File: config.mk
export PLATFORM = sky130hd
export DESIGN_NAME = hamming_stream_encoder
export DESIGN_NICKNAME = d
export VERILOG_FILES = /design/src/rtl/hamming_stream_encoder.sv
export SDC_FILE = /design/constraint.sdc
export NUM_CORES = 1
export LEC_CHECK = 0
export ABC_AREA = 1
export BUFFER_PORTS_ARGS = -buffer_cell sky130_fd_sc_hd__buf_4
export CAP_MARGIN = 20
export CORE_ASPECT_RATIO = 1.1
export CORE_MARGIN = 2
export CORE_UTILIZATION = 49
export CTS_BUF_LIST = sky130_fd_sc_hd__clkbuf_4 sky130_fd_sc_hd__clkbuf_8
export DETAILED_ROUTE_END_ITERATION = 16
export PLACE_DENSITY_LB_ADDON = 0.15
export SETUP_SLACK_MARGIN = 0.4
export SLEW_MARGIN = 20
export SYNTH_ARGS = -nofsm -noshare
export SYNTH_HDL_FRONTEND = slang
export SYNTH_SLANG_ARGS = --single-unit
File: constraint.sdc
create_clock -name clk -period 1.1 [get_ports clk]
set_input_delay 0.11 -clock clk [delete_from_list [all_inputs] [get_ports clk]]
set_output_delay 0.11 -clock clk [all_outputs]
set_load 0.03 [all_outputs]
File: src/rtl/hamming_stream_encoder.sv
// Streaming systematic Hamming encoder with a one-deep output register and single-bit fault injection.
// Define HAMMING_SECDED_EN to append an overall parity bit (extended SECDED code).
module hamming_stream_encoder #(
    parameter int unsigned DATA_W = 4,
    parameter int unsigned CNT_W  = 16,
    // Smallest P with 2^P >= DATA_W+P+1, for the legal range 1..57
    localparam int unsigned P = (DATA_W <= 1)  ? 2 :
                                (DATA_W <= 4)  ? 3 :
                                (DATA_W <= 11) ? 4 :
                                (DATA_W <= 26) ? 5 : 6,
`ifdef HAMMING_SECDED_EN
    localparam int unsigned CODE_W = DATA_W + P + 1,
`else
    localparam int unsigned CODE_W = DATA_W + P,
`endif
    localparam int unsigned INJ_W = $clog2(CODE_W)
) (
    input  logic              clk,
    input  logic              rst_n,
    input  logic              s_valid,
    output logic              s_ready,
    input  logic [DATA_W-1:0] s_data,
    output logic              m_valid,
    input  logic              m_ready,
    output logic [CODE_W-1:0] m_code,
    input  logic              inj_valid,
    input  logic [INJ_W-1:0]  inj_pos,
    output logic              inj_pending,
    output logic [CNT_W-1:0]  word_cnt
);

    logic              m_valid_q;
    logic [CODE_W-1:0] m_code_q;
    logic              inj_pending_q;
    logic [INJ_W-1:0]  inj_pos_q;
    logic [CNT_W-1:0]  word_cnt_q;

    logic              accept;
    logic              deliver;
    logic [P-1:0]      parity;
    logic [CODE_W-1:0] code_raw;
    logic [CODE_W-1:0] flip_mask;

    // Walks Hamming positions 3,5,6,7,9,... skipping powers of two; a data bit feeds
    // parity i when its position has bit i set.
    function automatic logic [P-1:0] calc_parity(input logic [DATA_W-1:0] d);
        logic [P-1:0] p;
        int unsigned  pos;
        p   = '0;
        pos = 2;
        for (int unsigned k = 0; k < DATA_W; k++) begin
            pos = pos + 1;
            if ((pos & (pos - 1)) == 0) pos = pos + 1;
            for (int unsigned i = 0; i < P; i++) begin
                if (pos[i]) p[i] = p[i] ^ d[k];
            end
        end
        return p;
    endfunction

    assign s_ready = !m_valid_q || m_ready;
    assign accept  = s_valid && s_ready;
    assign deliver = m_valid_q && m_ready;

    always_comb begin
        parity = calc_parity(s_data);
`ifdef HAMMING_SECDED_EN
        code_raw = {^{parity, s_data}, parity, s_data};
`else
        code_raw = {parity, s_data};
`endif
    end

    // Out-of-range positions match no bit, so the request is consumed without effect.
    always_comb begin
        flip_mask = '0;
        for (int unsigned i = 0; i < CODE_W; i++) begin
            flip_mask[i] = inj_pending_q && (inj_pos_q == INJ_W'(i));
        end
    end

    always_ff @(posedge clk or negedge rst_n) begin
        if (!rst_n) begin
            m_valid_q <= 1'b0;
            m_code_q  <= '0;
        end else if (accept) begin
            m_valid_q <= 1'b1;
            m_code_q  <= code_raw ^ flip_mask;
        end else if (m_ready) begin
            m_valid_q <= 1'b0;
        end
    end

    // A request arriving with an accepted word arms for the next word, so it wins over the clear.
    always_ff @(posedge clk or negedge rst_n) begin
        if (!rst_n) begin
            inj_pending_q <= 1'b0;
            inj_pos_q     <= '0;
        end else if (inj_valid) begin
            inj_pending_q <= 1'b1;
            inj_pos_q     <= inj_pos;
        end else if (accept) begin
            inj_pending_q <= 1'b0;
        end
    end

    always_ff @(posedge clk or negedge rst_n) begin
        if (!rst_n) begin
            word_cnt_q <= '0;
        end else if (deliver) begin
            word_cnt_q <= word_cnt_q + CNT_W'(1);
        end
    end

    assign m_valid     = m_valid_q;
    assign m_code      = m_code_q;
    assign inj_pending = inj_pending_q;
    assign word_cnt    = word_cnt_q;

endmodule
==> results of run 1 <==
-- stage by stage --
| stage | setup WS [ps] | TNS (ps) |
|---|---|---|
| after detailed placement | -85.9 | -377 |
| final | -344 | -4820 |
| after global placement | -50.1 | -130 |
| after floorplan | -203 | -1150 |
| after global routing | -409 | -6070 |
| after CTS | -133 | -1670 |
-- layout make-up --
cell class                      count  area [um2]  share of cell area
Clock buffer                        4        30.0              0.0118
Tap cell                           33        41.3              0.0162
Timing Repair Buffer               88         837               0.328
Sequential cell                    28         716               0.280
Inverter                           28         110              0.0431
Multi-Input combinational cell    134         820               0.321
-- registers in the layout (all words and copies together), names as in the netlist --
name         count
inj_pos_q        3
m_valid          1
word_cnt        16
m_code           7
inj_pending      1
-- timing repair --
| action | in CTS | in global routing |
|---|---|---|
| buffers inserted | 13 | 14 |
| pin swaps | 10 | 16 |
| endpoints found under the hold margin | 32 | 0 |
| hold buffers | 6 | 0 |
| resized for setup | 50 | 32 |
| endpoints found under the setup margin | 53 | 54 |
-- critical path: cells and delay by family (launching register included) --
kind | cells | cell delay [ps]
adders and majority gates | 1 | 160
buffers and inverters | 2 | 120
DFF | 1 | 460
and+or+nand+nor | 6 | 620
-- per-layer routing --
metal / up-vias / routed length (um) / track usage
li1: 774 / - / -
met2: 120 / 2950 / 0.514
met4: 0 / 382 / 0.126
met3: 51 / 363 / 0.0294
met1: 815 / 1930 / 0.243
met5: - / 0 / 0
-- power groups by stage --
stage | combinational, mW | sequential [mW] | clock (mW)
final | 2.13 | 1.46 | 0.491
after global routing | 2.23 | 1.47 | 0.532
after CTS | 1.69 | 1.40 | 0.480
after detailed placement | 1.36 | 1.39 | 0
after global placement | 1.33 | 1.38 | 0
after floorplan | 0.380 | 1.74 | 0
-- worst max path at each step --
stage                 from           end  slack, ps  depth (start not counted)
6_report       word_cnt[1]  word_cnt[14]       -340                          9
3_5_place_dp   word_cnt[1]  word_cnt[12]        -90                          8
3_3_place_gp   word_cnt[1]  word_cnt[12]        -50                          8
4_1_cts            m_valid       s_ready       -130                          3
2_1_floorplan  word_cnt[0]  word_cnt[12]       -200                          8
5_1_grt        word_cnt[6]  word_cnt[14]       -410                          8
-- kinds of logic (layout without fill, tap and decap cells) --
group,Yosys count,after routing,share of synthesized area
xor gates and xnor gates,12,12,0.0719
buffers and inverters,28,120,0.0719
and+or+nand+nor,114,114,0.342
DFF,28,28,0.479
AOI/OAI and AO/OA,7,7,0.0265
adders and majority gates,1,1,0.00855
-- cell usage in the layout (no fill, tap or decap), types with 6 or more instances in the layout --
cell type	synthesis	routed
nand2_1	71	61
buf_6	0	43
buf_4	0	39
inv_1	26	20
dfrtp_1	28	16
nand3_1	21	12
dfrtp_2	0	12
nand3_2	0	9
nand2_2	2	8
nor2_4	3	8
xor2_1	8	8
inv_2	2	6
dlygate4sd3_1	0	6
==> metrics.yaml, run 1 <==
yosys:
  async_flop_share: 1.00
  synth_cell_type_count: 17
  synth-warning-count: 0
  ys.flop_type: "dfrtp_1"
  synth_common_cells: "71 x nand2_1, 28 x dfrtp_1, 26 x inv_1"
  syn_area_mm2: 0.00146
  syn_nets: 203
  ys_seq_area_frac: 0.479
  syn-instance-count: 190
  synth_edf_count: 0
  synth_top_cell_area_share: 0.479
  ys_seq_elements: 28
  synth_area_per_cell_um2: 7.70
  synthTopCellsByArea: "dfrtp_1 48%, nand2_1 18%, nand3_1 7.2%"
  yosysTopAreaCell: "dfrtp_1"
  synth.most_common_cell: "nand2_1"
placement:
  dp_hpwl_mm: 2.53
  dp.cells: 278
  placed_area_mm2: 0.00198
  gp_congestion: 0.782
  portBuffers: 37
floorplan:
  fp.dieH_um: 61.3
  fp.dieW_um: 56.1
  initial_core_util: 0.522
  dieArea_mm2: 0.00344
  core_area_mm2: 0.00280
  placementRows: 20
  ios: 38
sta:
  period_share: 1.31
  worst_pin_slew_ps: 375
  setup_ws_ps: -344
  final.setup_skew_ps: 16.0
  finalCriticalPeriod_ps: 1440
  finalSetupViolCount: 33
  rsz0062_at_grt: "yes"
  finalMaxSlewViolations: 0
  finalHoldViolCount: 0
  whs_ps: 90.6
  max_slew_margin: 0.750
  maxClockFrequency_mhz: 692
cts:
  ctsLongestPathBuffers: 2
  clock-root-buffer: "clkbuf_4"
  clock-sinks: 28
  clk_transition_reported_paths_ps: 170
  cts_tree: "built"
  htreeDepth: 1
  clk_latency_ps: 340
  numCtsBuffers: 3
min_path:
  hold_path_class: "input port to register"
  hold_path_startpoint: "s_data[0]"
  hold_path_end: "m_code[0]"
  whs_path_depth: 3
power:
  irDropWorstVdd_mv: 1.81
  internal-power_mw: 2.45
  p_clk_frac: 0.120
  seqPwrFrac: 0.357
  combPwrFrac: 0.523
  leakage_nw: 1.35
  finalPower_mw: 4.08
  netSwitchingPower_mw: 1.63
  p_per_area_mw_per_mm2: 1600
  p_sw_frac: 0.398
worst_setup_path:
  r2r_end: "word_cnt[14]"
  path_class: "register to register"
  worstSetupEndpointType: "register"
  r2r_cells: 9
  r2r-start: "word_cnt[1]"
  crit_top_cell: "nand2_1"
  slowest_stage: "dfrtp_2"
  rrSetupSlack_ps: -340
  slowest_delay_ps: 460
  crit_arrival_ps: 1720
  crit_fanout: 3
  critical_path.cell_chain: "ha_4 > inv_2 > nor2_4 > nand2_4 > nor2_4 > nand2_1 > nand2_1 > nand2_1 > inv_1"
  critPathLaunchType: "register"
  crit_required_ps: 1380
global_route:
  grt_usage: 0.247
  grt_overflow_total: 0
  first_global_vias: 1555
  grt_first_pass_wirelength_mm: 6.52
  antenna_found_initial: 0
  grt_max_degree: 29
route:
  routed_wl_mm: 5.63
  drcViolationCount: 0
  drtPass1Iterations: 6
  wl_per_cell_um: 17.9
  antenna_left: 0
  viasPerCell: 5.59
  vias: 1760
  drtIter0Drc: 173
finish:
  finalNonFillerCells: 315
  layout-drive-gt1-share: 0.500
  final_nets: 296
  utilization: 0.911
  final_cell_area_mm2: 0.00255
  antenna_cells: 0
  area_growth_pct: 74.6
  fill_cells: 111
outcome:
  status: "complete, but fails checks"
  violations: "negative setup slack"
flow_run:
  cap_violations: 0
Power figures use the tool's default switching activity.
==> run 2: changes to the inputs <==
--- a/config.mk
+++ b/config.mk
@@ -6,13 +6,13 @@
 export NUM_CORES = 1
 export LEC_CHECK = 0
 export ABC_AREA = 1
-export BUFFER_PORTS_ARGS = -buffer_cell sky130_fd_sc_hd__buf_4
 export CAP_MARGIN = 20
 export CORE_ASPECT_RATIO = 1.1
 export CORE_MARGIN = 2
-export CORE_UTILIZATION = 49
+export CORE_UTILIZATION = 55
 export CTS_BUF_LIST = sky130_fd_sc_hd__clkbuf_4 sky130_fd_sc_hd__clkbuf_8
 export DETAILED_ROUTE_END_ITERATION = 16
+export DONT_BUFFER_PORTS = 1
 export PLACE_DENSITY_LB_ADDON = 0.15
 export SETUP_SLACK_MARGIN = 0.4
 export SLEW_MARGIN = 20
==> metrics.yaml, run 2 (synthesis gave the netlist of run 1 again) <==
outcome:
  status: "complete, but fails checks"
  violations: "negative hold slack, negative setup slack"
worst_setup_path:
  path_class: "register to register"
  cp-endpoint: "word_cnt[14]"
  cp_top_family: "simple AND/OR/NAND/NOR gates"
  startpoint: "word_cnt[6]"
  worstPathBufferInverterCount: 2  # unchanged
  slowest_stage: "dfrtp_2"
  slowest_delay_ps: 440  # -20 ps
  crit_arrival_ps: 1610  # -110 ps
  r2r_end: "word_cnt[14]"
  crit_top_cell: "nand2_1"
  critPathLaunchType: "register"
  r2r_cells: 8  # -1
  critical_path.cell_chain: "nand2_1 > inv_1 > nand3_1 > nor2_4 > nand2_1 > nand2_1 > nand2_1 > inv_1"
  crit_required_ps: 1390  # about the same
  rrSetupSlack_ps: -220  # +120 ps
  crit_fanout: 4  # +1
  r2r-start: "word_cnt[6]"
  worstSetupEndpointType: "register"
  cp.depth: 8  # -1
finish:
  fill_cells: 101  # -9.0%
  layout-drive-gt1-share: 0.450  # -0.0502
  multi_input_area_um2: 861  # +5.0%
  ff_latch_area_um2: 719  # +0.52%
  final_nets: 263  # -11%
  area_growth_pct: 57.5
  antenna_cells: 0  # unchanged
  largest_reg_flops: 16  # unchanged
  utilization: 0.914  # +0.00294
  mostFrequentLayoutCell: "nand2_1"
  final_cell_mix: "63 x nand2_1, 25 x buf_6, 20 x inv_1, 20 x buf_4, 15 x dfrtp_2"
floorplan:
  ios: 38  # unchanged
  placementRows: 19  # -5.0%
  core_area_mm2: 0.00252  # -10%
  dieArea_mm2: 0.00309  # -10%
  fp.dieW_um: 53.2  # -5.2%
  initial_core_util: 0.580  # +0.0586
  fp.dieH_um: 58.1  # -5.2%
power:
  irDropWorstVdd_mv: 1.55  # -14%
  leakage_nw: 1.19  # -12%
  combPwrFrac: 0.442  # -0.081
  p_per_area_mw_per_mm2: 1550  # -3.1%
  netSwitchingPower_mw: 1.47  # -9.7%
  finalPower_mw: 3.56  # -13%
  seqPwrFrac: 0.423  # +0.066
  internal-power_mw: 2.10  # -15%
  p_clk_frac: 0.136  # +0.016
  p_sw_frac: 0.412  # +0.0134
sta:
  period_share: 1.20  # -0.113
  finalHoldViolCount: 28  # +28
  finalSetupViolCount: 25  # -24%
  worst_pin_slew_ps: 422  # +46.3 ps
  setup_ws_ps: -220  # +124 ps
  rsz0062_at_grt: "yes"
  finalCriticalPeriod_ps: 1320  # -124 ps
  final.setup_skew_ps: 3.26  # -12.8 ps
  maxClockFrequency_mhz: 757  # +9.4%
  max_slew_margin: 0.717  # -0.0330
  finalMaxSlewViolations: 0  # unchanged
  whs_ps: -561  # -651 ps
cts:
  clock-sinks: 28  # unchanged
  clk_transition_reported_paths_ps: 150  # -20 ps
  htreeDepth: 1  # unchanged
  numCtsBuffers: 3  # unchanged
  cts_tree: "built"
  clock-root-buffer: "clkbuf_4"
  ctsLongestPathBuffers: 2  # unchanged
  hold_buffers: 8  # +2
  clk_latency_ps: 330  # about the same
placement:
  pre_cts_ws_ps: -135  # -48.8 ps
  portBuffers: 0  # -100%
  dp_hpwl_mm: 2.49  # -1.4%
  gp_congestion: 0.767  # -2.0%
flow_run:
  cap_violations: 0  # unchanged
route:
  antenna_left: 0  # unchanged
  drtPass1Iterations: 5  # -1
  drcViolationCount: 0  # unchanged
  drtIter0Drc: 83  # -52%
  vias: 1617  # -8.1%
  wl_per_cell_um: 18.1  # +1.1%
  viasPerCell: 5.78  # +3.4%
  routed_wl_mm: 5.06  # -10%
global_route:
  grt_first_pass_wirelength_mm: 6.58  # +0.84%
  antenna_found_initial: 0  # unchanged
  grt_overflow_total: 0  # unchanged
  first_global_vias: 1514  # -2.6%
  grt_usage: 0.289  # +0.0423
  grt_max_degree: 29  # unchanged
min_path:
  hold_path_class: "input port to asynchronous set/reset pin"
-- run 2: routing by layer --
metal  up-vias  share of wire  GRT usage
met5         -              0          0
met4         0          0.068      0.139
met3        33          0.060     0.0490
met2        99           0.54      0.543
met1       780           0.33      0.302
li1        705              -          -
-- run 2: worst min-delay path by stage --
stage	to	slack, ps	cells after the start
after floorplan	inj_pending	-190	0
after detailed placement	word_cnt[4]	-180	0
final	word_cnt[4]	-560	0
after global routing	word_cnt[5]	-590	0
after CTS	word_cnt[5]	-560	0
after global placement	word_cnt[5]	-190	0
-- run 2: power by group through the flow --
| stage | clock (mW) | sequential (mW) | combinational, mW |
|---|---|---|---|
| 3_5_place_dp | 0 | 1.47 | 1.07 |
| 4_1_cts | 0.476 | 1.47 | 1.26 |
| 2_1_floorplan | 0 | 1.74 | 0.380 |
| 3_3_place_gp | 0 | 1.46 | 1.03 |
| 5_1_grt | 0.524 | 1.53 | 1.65 |
| 6_report | 0.484 | 1.51 | 1.57 |
-- run 2: timing repair --
item,CTS,global route
buffers inserted,7,5
resized for setup,47,30
endpoints found under the setup margin,53,54
pin swaps,18,10
hold endpoints to repair,38,28
gates cloned,0,0
-- run 2: area by class of cell --
| cell class | count | area share |
|---|---|---|
| flip-flops and latches | 28 | 0.312 |
| inverters | 28 | 0.0478 |
| well taps | 31 | 0.0168 |
| repair buffers | 55 | 0.236 |
| clock buffers | 4 | 0.0130 |
| multi-input cells | 134 | 0.374 |
-- run 2: worst register-to-register path, delay by kind of cell, from the launching register on --
family / cells / cell delay, ps
buffers and inverters: 2 / 170
and+or+nand+nor: 6 / 660
DFF: 1 / 440
-- run 2: stage by stage --
stage | instance area (um2) | std cells | TNS (ps)
after detailed placement | 1820 | 256 | -500
after CTS | 2150 | 275 | -1180
after floorplan | 1520 | 190 | -1150
final | 2300 | 280 | -2640
after global placement | 1820 | 256 | -111
after global routing | 2300 | 280 | -3920
